File: src/rtl/life_board_server.sv
// life_board_server: NxN Game of Life board memory with shadow-bank stepping (option macro: STILL_DETECT_EN)
module life_board_server #(
  parameter int N = 8,
  parameter bit WRAP = 1'b1,
  localparam int AW = $clog2(N)
) (
  input  logic          clk,
  input  logic          reset,
  input  logic [AW-1:0] rd_addr,
  output logic [N-1:0]  rd_data,
  input  logic          load_en,
  input  logic [AW-1:0] load_addr,
  input  logic [N-1:0]  load_row,
  input  logic          step,
  output logic          busy,
  output logic          done,
  output logic [15:0]   gen_count,
  output logic          still
);
  typedef enum logic [1:0] {IDLE, COMPUTE, COMMIT} state_t;
  state_t state;
  logic [N-1:0][N-1:0] cur, nxt;
  logic [AW-1:0] r;
  logic [N-1:0] up, mid, dn, nrow;
  logic [7:0] nb;
  logic [3:0] n;

  // Column neighbour lookup: wraps around the torus or reads dead cells off the edge
  function automatic logic pick(input logic [N-1:0] v, input int c);
    if (c < 0) return WRAP ? v[N-1] : 1'b0;
    if (c >= N) return WRAP ? v[0] : 1'b0;
    return v[c[AW-1:0]];
  endfunction

  // Next-generation value of row r from rows r-1, r, r+1 of the current board
  always_comb begin
    up = (r == '0) ? (WRAP ? cur[N-1] : '0) : cur[r - 1'b1];
    mid = cur[r];
    dn = (r == AW'(N - 1)) ? (WRAP ? cur[0] : '0) : cur[r + 1'b1];
    nrow = '0;
    nb = '0;
    n = '0;
    for (int c = 0; c < N; c++) begin
      nb = {pick(up, c - 1), pick(up, c), pick(up, c + 1), pick(mid, c - 1),
            pick(mid, c + 1), pick(dn, c - 1), pick(dn, c), pick(dn, c + 1)};
      n = '0;
      for (int k = 0; k < 8; k++) n = n + {3'b000, nb[k]};
      nrow[c] = (mid[c] & ((n == 4'd2) | (n == 4'd3))) | (~mid[c] & (n == 4'd3));
    end
  end

  // Read port, load port and the IDLE -> COMPUTE -> COMMIT generation sequencer
  always_ff @(posedge clk or negedge reset)
    if (!reset) begin
      cur <= '0;
      nxt <= '0;
      rd_data <= '0;
      busy <= 1'b0;
      done <= 1'b0;
      gen_count <= '0;
      r <= '0;
      state <= IDLE;
    end else begin
      rd_data <= cur[rd_addr];
      done <= 1'b0;
      case (state)
        IDLE:
          if (step) begin
            r <= '0;
            busy <= 1'b1;
            state <= COMPUTE;
          end else if (load_en) cur[load_addr] <= load_row;
        COMPUTE: begin
          nxt[r] <= nrow;
          r <= r + 1'b1;
          state <= (r == AW'(N - 1)) ? COMMIT : COMPUTE;
        end
        COMMIT: begin
          cur <= nxt;
          gen_count <= gen_count + 16'd1;
          done <= 1'b1;
          busy <= 1'b0;
          state <= IDLE;
        end
        default: state <= IDLE;
      endcase
    end

`ifdef STILL_DETECT_EN
  // Still-life flag: set at commit when the new board equals the old one, cleared by any accepted load
  always_ff @(posedge clk or negedge reset)
    if (!reset) still <= 1'b0;
    else if (state == COMMIT) still <= (nxt == cur);
    else if (state == IDLE && !step && load_en) still <= 1'b0;
`else
  assign still = 1'b0;
`endif
endmodule

File: config.mk
export PLATFORM = sky130hd
export DESIGN_NAME = life_board_server
export DESIGN_NICKNAME = d
export VERILOG_FILES = /design/src/rtl/life_board_server.sv
export SDC_FILE = /design/constraint.sdc
export NUM_CORES = 1
export LEC_CHECK = 0
export ABC_AREA = 1
export BUFFER_PORTS_ARGS = -buffer_cell sky130_fd_sc_hd__buf_2
export CORE_MARGIN = 2
export CORE_UTILIZATION = 30
export CTS_CLUSTER_DIAMETER = 80
export CTS_CLUSTER_SIZE = 20
export DETAILED_ROUTE_END_ITERATION = 10
export PLACE_DENSITY = 0.48
export SLEW_MARGIN = 10
export SYNTH_ARGS = -nofsm -noshare
export SYNTH_HDL_FRONTEND = slang
export SYNTH_SLANG_ARGS = --single-unit
export TNS_END_PERCENT = 20
File: constraint.sdc
create_clock -name clk -period 7.05 [get_ports clk]
set_clock_uncertainty 0.05 [all_clocks]
set_input_delay 1.41 -clock clk [delete_from_list [all_inputs] [get_ports clk]]
set_output_delay 1.41 -clock clk [all_outputs]
set_load 0.05 [all_outputs]
======== After elaboration in Yosys (flattened, before gate mapping) ========
Cells that the tools add are included.
word-level totals
  flip-flop bits (word level) ............. 159
  latch bits .............................. 0
  bits in writable memories ............... 0
  ROM bits ................................ 0
  bits of input ports ..................... 18
  logic and storage cells ................. 186
  memories kept ........................... 0
operators by class
  $add $sub $neg .......................... 59
  multipliers ............................. 0
  divide/modulo/power cells ............... 0
  $lt $le $gt $ge ......................... 7
  equality and inequality tests ........... 22
  shift-type cells ........................ 0
  muxes and demuxes ....................... 27
  bitwise gates (word level) .............. 40
  reduce and logical (&&, ||, !) cells .... 9
operators by type and width
  operator                                                                              count
  4-bit by 1-bit adder with 4-bit output                                                32
  64-bit bitwise mux                                                                    2
  64-bit two-way mux                                                                    2
  64-bit case mux with 2 select lines                                                   1
  8-bit binary-select mux with 3-bit select                                             4
  4-bit by 2-bit equality test with 1-bit output (second input constant)                16
  8-bit two-way mux                                                                     8
  8-bit demux with 3-bit select                                                         2
  3-bit by 1-bit adder with 4-bit output                                                8
  2-bit by 1-bit adder with 3-bit output                                                8
  3-bit by 4-bit less-than comparator with 1-bit output (second input constant)         5
  1-bit by 1-bit adder with 2-bit output                                                8
  16-bit by 1-bit adder with 16-bit output (second input constant)                      1
  1-bit bitwise AND                                                                     16
  1-bit bitwise OR                                                                      16
  1-bit inverter                                                                        8
  3-bit by 1-bit greater-or-equal comparator with 1-bit output (second input constant)  2
  2-bit != test (second input constant)                                                 3
  3-bit case mux with 2 select lines                                                    1
  2-bit two-way mux                                                                     2
  2-bit case mux with 2 select lines                                                    1
  2-bit AND reduction                                                                   2
  2-bit nonzero test                                                                    2
  3-bit by 1-bit adder with 3-bit output (second input constant)                        1
  other kinds (11)                                                                      13

======== Longest topological paths before layout ========
Gate-level depths: netlist of run 1.
  depth after elaboration ................. 16
  depth in mapped cells ................... 24

======== Least setup slack after synthesis of run 1 ========
OpenSTA, ideal clock, no wires.
  kind .................................... register to register
  start ................................... register r[0]
  end ..................................... register nxt[10] in the netlist's numbering
  arrival time ............................ 4.807 ns
  data required time ...................... 6.934 ns
  path slack .............................. 2.127 ns
  stages on the path, launching flop included .. 21
  buffers on the path ..................... 3
  period minus slack after synthesis ...... 4.923 ns
  cells stage by stage .................... dfrtp_1 > inv_2 > buf_2 > ha_1 > clkbuf_1 > inv_1 > buf_1 > nand2_1 > nand3_1 > nand2_1 > a21boi_0 > fa_1 > fa_1 > inv_1 > fa_1 > ha_1 > fa_1 > o21ai_0 > a21oi_1 > nand3_1 > nand2_1
between the ends
  word-level cells in the longest chain between the ends .. 16
  elaborated cells between the ends (all ways) .. 32
  those cells by class .................... 9 x add/sub; 2 x order compare; 3 x eq/ne; 11 x mux; 5 x bitwise; 2 x reduce/logical
ends and longest elaborated chain
  what                                                 RTL line  text
  start, declared                                      23        logic [AW-1:0] r;
  start signal, assigned                               75        r <= r + 1'b1;
  3-bit by 1-bit adder with 3-bit output               39        dn = (r == AW'(N - 1)) ? (WRAP ? cur[0] : '0) : cur[r + 1'b1];
  8-bit binary-select mux with 3-bit select            39
  8-bit two-way mux (not written as such)              39
  8-bit two-way mux                                    39
  1-bit by 1-bit adder with 2-bit output               47        for (int k = 0; k < 8; k++) n = n + {3'b000, nb[k]};
  2-bit by 1-bit adder with 3-bit output               47
  3-bit by 1-bit adder with 4-bit output               47
  4-bit by 1-bit adder with 4-bit output (4 in a row)  47
  4-bit by 2-bit equality test with 1-bit output       48        nrow[c] = (mid[c] & ((n == 4'd2) | (n == 4'd3))) | (~mid[c] & (n == 4'd3));
  1-bit bitwise OR                                     48
  1-bit bitwise AND                                    48
  1-bit bitwise OR                                     48
  64-bit bitwise mux *                                 74        nxt[r] <= nrow;
  end signal, assigned by index                        74
  end, declared                                        22        logic [N-1:0][N-1:0] cur, nxt;
Mark *: on every way between the ends. The rest lies on a longest branch, timed or not. The select of a mux whose other input is x is not followed.
A chain may end at the register's enable or synchronous reset.

======== Worst setup path after layout of run 1 ========
Same ends and word-level chain as after synthesis.

==> results of run 1 <==
[flip-flops by register name, summed over array words and instances (netlist names)]
signal / flops
state: 2
gen_count: 16
r: 3
rd_data: 8
nxt: 64
done: 1
cur: 64
busy: 1
[path summary, 6_finish.rpt]
path                       startpoint            to
setup / recovery                 r[0]       nxt[10]
hold / removal                nxt[53]       nxt[53]
setup reg to reg                 r[0]       nxt[10]
hold reg to reg               nxt[53]       nxt[53]
max in group asynchronous       reset          busy
min in group asynchronous       reset  gen_count[9]
[cells in the final DEF (no fill, tap or decap), drive strengths merged, types with 32 or more instances in the layout]
cell   count
inv      167
nand2    561
o21ai     74
nand3    155
dfrtp    159
nor2      60
buf       57
fa        32
a22oi     39
a21oi     42
[final cells by class]
class	instances	area, µm²
fill	3771	22800
multi-input combinational	1064	5678
sequential	159	3980
inverter	162	608.1
tap	455	569.3
clock buffer	17	425.4
timing repair buffer	57	326.6
clock inverter	15	155.1
[cell usage after synthesis]
master,count,area [µm²]
a21boi_0,6,45.04
dfrtp_1,159,3979
o22ai_1,2,12.51
fa_1,32,640.6
o21ai_0,74,370.4
buf_2,15,75.07
conb_1,1,3.750
clkbuf_1,18,67.56
nor2_2,10,62.56
buf_1,7,26.28
nor2_1,39,146.4
o211ai_1,31,232.7
a21oi_1,42,210.2
nand2_4,1,11.26
inv_1,145,544.3
xnor2_2,1,16.27
nor2_4,11,123.9
a22oi_1,39,292.8
a21boi_1,4,30.03
buf_4,6,45.04
ha_1,29,362.9
xnor2_1,5,43.79
xor2_1,5,43.79
nor3_4,1,16.27
nor3_1,4,20.02
nand4_1,2,12.51
inv_2,16,60.06
o21a_1,9,67.56
clkinv_1,1,3.750
nand3b_1,1,7.510
nand2_1,549,2061
nand3_1,155,775.7
buf_6,2,22.52
nand2_2,11,68.82
[tightest hold or removal path: stages (launching register included)]
cell and delay (ps):
dfrtp_1 350, nand2_1 50, nand2_1 50
[cell families (layout without fill, tap and decap cells)]
logic type                 Yosys count  after routing
DFF                                159            159
other                                1              1
adders and majority gates           61             61
and+or+nand+nor                    784            784
buffers and inverters              210            251
AOI/OAI and AO/OA                  207            207
xor gates and xnor gates            11             11
[metal layers]
metal	global-route usage [%]	vias up	share of wire [%]
met3	3.984	44	6.1
met1	31.28	4595	47
met5	0	-	0.037
met2	32.15	287	43
met4	7.870	2	3.1
li1	-	4663	-
[stage by stage]
| stage | setup WS (ps) | std cells | hold slack, ps | utilization (%) |
|---|---|---|---|---|
| after floorplan | 2127 | 1433 | 399.2 | - |
| after global placement | 1470 | 1897 | 413.1 | 32.31 |
| after detailed placement | 1392 | 1897 | 415.6 | 32.31 |
| after CTS | 1378 | 1929 | 435.2 | 33.99 |
| after global routing | 930.4 | 1929 | 452.4 | 33.99 |
| final | 1332 | 1929 | 431.9 | 33.99 |
==> metrics.md, run 1 <==
| Metric | Value |
|---|---|
| Largest net degree at the start of global routing | 105 |
| Final setup viols | 0 |
| ANT nets after route | 0 |
| Routability cong. | 0.8778 |
| Maximum clock insertion buffer count | 2 |
| Mapped Area | 0.01050 mm² |
| Quantity of gates resized following cts | 0 |
| Cells on worst reg2reg path | 18 |
| PortBufs | 43 |
| Io pins | 45 |
| Setup TNS | 0 ps |
| Wire per inst | 19.69 µm |
| Global route overflow | 0 |
| DP Area | 0.01116 mm² |
| Drt first pass iters | 6 |
| Dpl hpwl | 27.85 mm |
| CP startpoint kind | register |
| H-tree levels | 4 |
| Critical path buffer and inverter count | 4 |
| R2r setup slk | 1330 ps |
| RSZ-0062 raised after global routing | no |
| Largest family of logic cells by synthesized area | simple AND/OR/NAND/NOR gates |
| Vias in the first global route | 9218 |
| Die Span Y | 191.1 µm |
| Slew @ Worst Pin | 1028 ps |
| First-pass GRT wire length | 58.27 mm |
| Hold Vio Cnt, Final | 0 |
| Mux cell area share after synthesis | 0% |
| Status | finished, final reports clean |
| Initial core utilization | 30.40% |
| Die width | 191.1 µm |
| Worst Path Required | 7390 ps |
| GR Util All Layers | 21.66% |
| Crit path kind | reg -> reg |
| Max Clk Rate | 174.9 MHz |
| Core Rows | 68 |
| CTS tree | built |
| DRC Markers | 0 |
| Fin area | 0.01174 mm² |
| Slew HR | 31.47% |
| Post-CTS Setup Bufs | 0 |
| CTS Buf Count | 17 |
| Routed vias | 9591 |
| Mapped Nets | 1512 |
| Slew Limit Fails | 0 |
| Hold path depth | 2 |
| Adder-cell area share of the yosys netlist | 9.556% |
| Drt total wl | 37.99 mm |
| Initial antenna violation count | 2 |
| Nets | 1540 |
| Ys Warns | 0 |
| Most numerous cell on the critical path | fa_1 |
| Area of the core | 0.03454 mm² |
| Diode count | 0 |
| Min-Delay Path Class | reg -> reg |
| CP max FO | 36 |
| Worst-path clk slew | 70 ps |
| Clk_lat worst skew | 450 ps |
| Syn-to-layout area delta | 11.82% |
| Worst path max stage delay | 730 ps |
| Synth Area in Compound Gates | 12.01% |
| Register area share after synthesis | 37.89% |
| Seq cells post-synth | 159 |
| CTS Sinks | 159 |
| CP delay by family, top | adder cells |
| Synth cell types | 34 |
| WP depth | 18 |
| Max_cap viols | 0 |
| CP max stage cell | inv_1 |
| Post-Syn Instances | 1433 |
| Full die area | 0.03652 mm² |
| Simple-gate share of the synthesized area | 31.48% |
| Crit path cell chain | inv_2 > ha_1 > inv_1 > nand2_1 > nand3_1 > nand2_1 > a21boi_0 > fa_1 > fa_1 > inv_1 > fa_1 > ha_1 > fa_1 > o21ai_0 > a21oi_1 > buf_4 > nand3_1 > nand2_1 |
| Worst setup EP type | register |
| Hold buffer count at CTS | 0 |
| DRT iter0 DRCs | 917 |
| Tmin final | 5718 ps |
| Tcrit/Tclk final | 81.11% |
| XOR/XNOR share of the synthesized area | 0.9889% |
| Layout cells sized above 1 | 9.566% |
| Mapped Avg Cell Area | 7.328 µm² |
| Avg Vias per Cell | 4.972 |
| Crit path DAT | 6050 ps |
| Clk root buf | clkbuf_16 |
Power of run 1 is left out: the tool's default activity adds up to more than one toggle a clock period on the data nets, which glitch-free logic cannot reach.
==> run 2, diff against run 1 <==
Clock period 7.05 ns to 5.4 ns, I/O delays scaled along.
==> metrics.md, run 2 (synthesis results as in run 1) <==
| Metric | Value |
|---|---|
| Status | finished, final reports clean |
| First-pass GRT wire length | 59.49 mm |
| H-tree levels | 4 |
| GR Util All Layers | 22.03% |
| Largest net degree at the start of global routing | 100 |
| Drt first pass iters | 5 |
| CP max stage cell | ha_1 |
| Initial antenna violation count | 3 |
| Die width | 191.1 µm |
| Drt total wl | 39.05 mm |
| CTS Sinks | 159 |
| Max_cap viols | 0 |
| Final setup viols | 0 |
| Avg Vias per Cell | 5.061 |
| Worst-path clk slew | 70 ps |
| Die Span Y | 191.1 µm |
| CP startpoint kind | register |
| Tmin final | 5030 ps |
| Met2 wire len | 16.62 mm |
| Wire per inst | 20.16 µm |
| Diode count | 0 |
| Worst Path Required | 5710 ps |
| Met3 routed WL | 2.682 mm |
| Crit path cell chain | buf_12 > ha_1 > ha_1 > clkinvlp_4 > nand3_1 > nand2_1 > a21boi_0 > fa_1 > fa_1 > inv_1 > ha_1 > fa_1 > o21ai_0 > a21oi_1 > buf_4 > nand3_1 > nand2_1 |
| CTS Buf Count | 17 |
| Clk_lat worst skew | 430 ps |
| Maximum clock insertion buffer count | 2 |
| Hold Vio Cnt, Final | 0 |
| Setup TNS | 0 ps |
| Tcrit/Tclk final | 93.14% |
| Worst path max stage delay | 590 ps |
| Slew @ Worst Pin | 943.6 ps |
| Full die area | 0.03652 mm² |
| Vias in the first global route | 9208 |
| Hold buffer count at CTS | 0 |
| RSZ-0062 raised after global routing | no |
| Most frequent cells in the layout | 549 x nand2_1, 158 x dfrtp_1, 155 x nand3_1 |
| Crit path DAT | 5340 ps |
| CP max FO | 76 |
| Initial core utilization | 30.40% |
| M1 WL | 18.77 mm |
| Max Used Layer | met5 |
| Critical path buffer and inverter count | 4 |
| Post-CTS Setup Bufs | 0 |
| Routed vias | 9803 |
| R2r setup slk | 370 ps |
| CP delay by family, top | adder cells |
| Layout cells sized above 1 | 10.12% |
| Regs by FF count | cur (64), nxt (64), gen_count (16) |
| CTS tree | built |
| ANT nets after route | 0 |
| Clk root buf | clkbuf_16 |
| Global route overflow | 0 |
| Io pins | 45 |
| Fillcell total | 3793 |
| Syn-to-layout area delta | 12.90% |
| Slew Limit Fails | 0 |
| Slew HR | 37.10% |
| Routability cong. | 0.9151 |
| Dpl hpwl | 29.31 mm |
| Max Clk Rate | 198.8 MHz |
| Worst setup EP type | register |
| Min-Delay Path Class | reg -> reg |
| FF+latch area | 0.003980 mm² |
| Core Rows | 68 |
| DRC Markers | 0 |
| PortBufs | 43 |
| Area of the core | 0.03454 mm² |
| Nets | 1549 |
| Multi-input logic area | 0.005678 mm² |
| DRT iter0 DRCs | 1165 |
| Most common cell after layout, fill and taps aside | nand2_1 |
| Crit path kind | reg -> reg |
[run 2: cell types whose count changed in the layout (fill, tap and decap cells not counted)]
cell / previous run / this run
clkinvlp_4: 2 / 1
buf_12: 0 / 2
bufinv_16: 1 / 2
inv_8: 2 / 0
clkinv_8: 1 / 2
clkinv_1: 1 / 0
buf_4: 14 / 21
clkinv_4: 3 / 1
inv_6: 4 / 7
[run 2: worst paths after layout]
| kind | start | end | cells past startpoint |
|---|---|---|---|
| max in group asynchronous | reset | cur[45] | 2 |
| min | nxt[28] | nxt[28] | 2 |
| max reg2reg | r[0] | nxt[0] | 17 |
| min reg2reg | nxt[28] | nxt[28] | 2 |
| max | r[0] | nxt[0] | 17 |
| min in group asynchronous | reset | gen_count[10] | 1 |
[run 2: repair_timing]
item / 4_1_cts / 5_1_grt
setup endpoints to repair: 0 / 9
endpoints found under the hold margin: 0 / 0
gates resized for setup: 0 / 1
[run 2: area by class of cell]
class	instances	share of cell area, %
Multi-Input combinational cell	1064	47.89
Inverter	162	5.160
Tap cell	455	4.802
Timing Repair Buffer	66	3.535
Sequential cell	159	33.57
Clock inverter	14	1.456
Clock buffer	17	3.588
[run 2: worst register-to-register path, stage by stage (launching register included)]
cell and delay, ps:
dfrtp_2 430, buf_12 200, ha_1 250, ha_1 590
clkinvlp_4 390, nand3_1 180, nand2_1 80, a21boi_0 420
fa_1 540, fa_1 510, inv_1 40, ha_1 200
fa_1 480, o21ai_0 80, a21oi_1 130, buf_4 220
nand3_1 120, nand2_1 80
[run 2: stage by stage]
| step | hold WS (ps) | util [%] | worst slack (ps) | instances | cell area [µm²] |
|---|---|---|---|---|---|
| final | 430.8 | 34.32 | 370.3 | 1937 | 11860 |
| after global routing | 454.2 | 34.32 | 16.45 | 1937 | 11860 |
| after CTS | 434.6 | 34.31 | 255.2 | 1937 | 11850 |
| after detailed placement | 415.6 | 32.58 | 293.6 | 1906 | 11250 |
| after global placement | 411.9 | 32.58 | 182.2 | 1906 | 11250 |
| after floorplan | 399.2 | - | 476.7 | 1433 | 10500 |
[run 2: routing by layer]
| layer | global-route usage (%) | up-vias |
|---|---|---|
| met1 | 33.04 | 4700 |
| met5 | 0 | - |
| li1 | - | 4686 |
| met4 | 6.272 | 2 |
| met2 | 32.25 | 379 |
| met3 | 3.745 | 36 |
Power of run 2 is left out for the same reason.
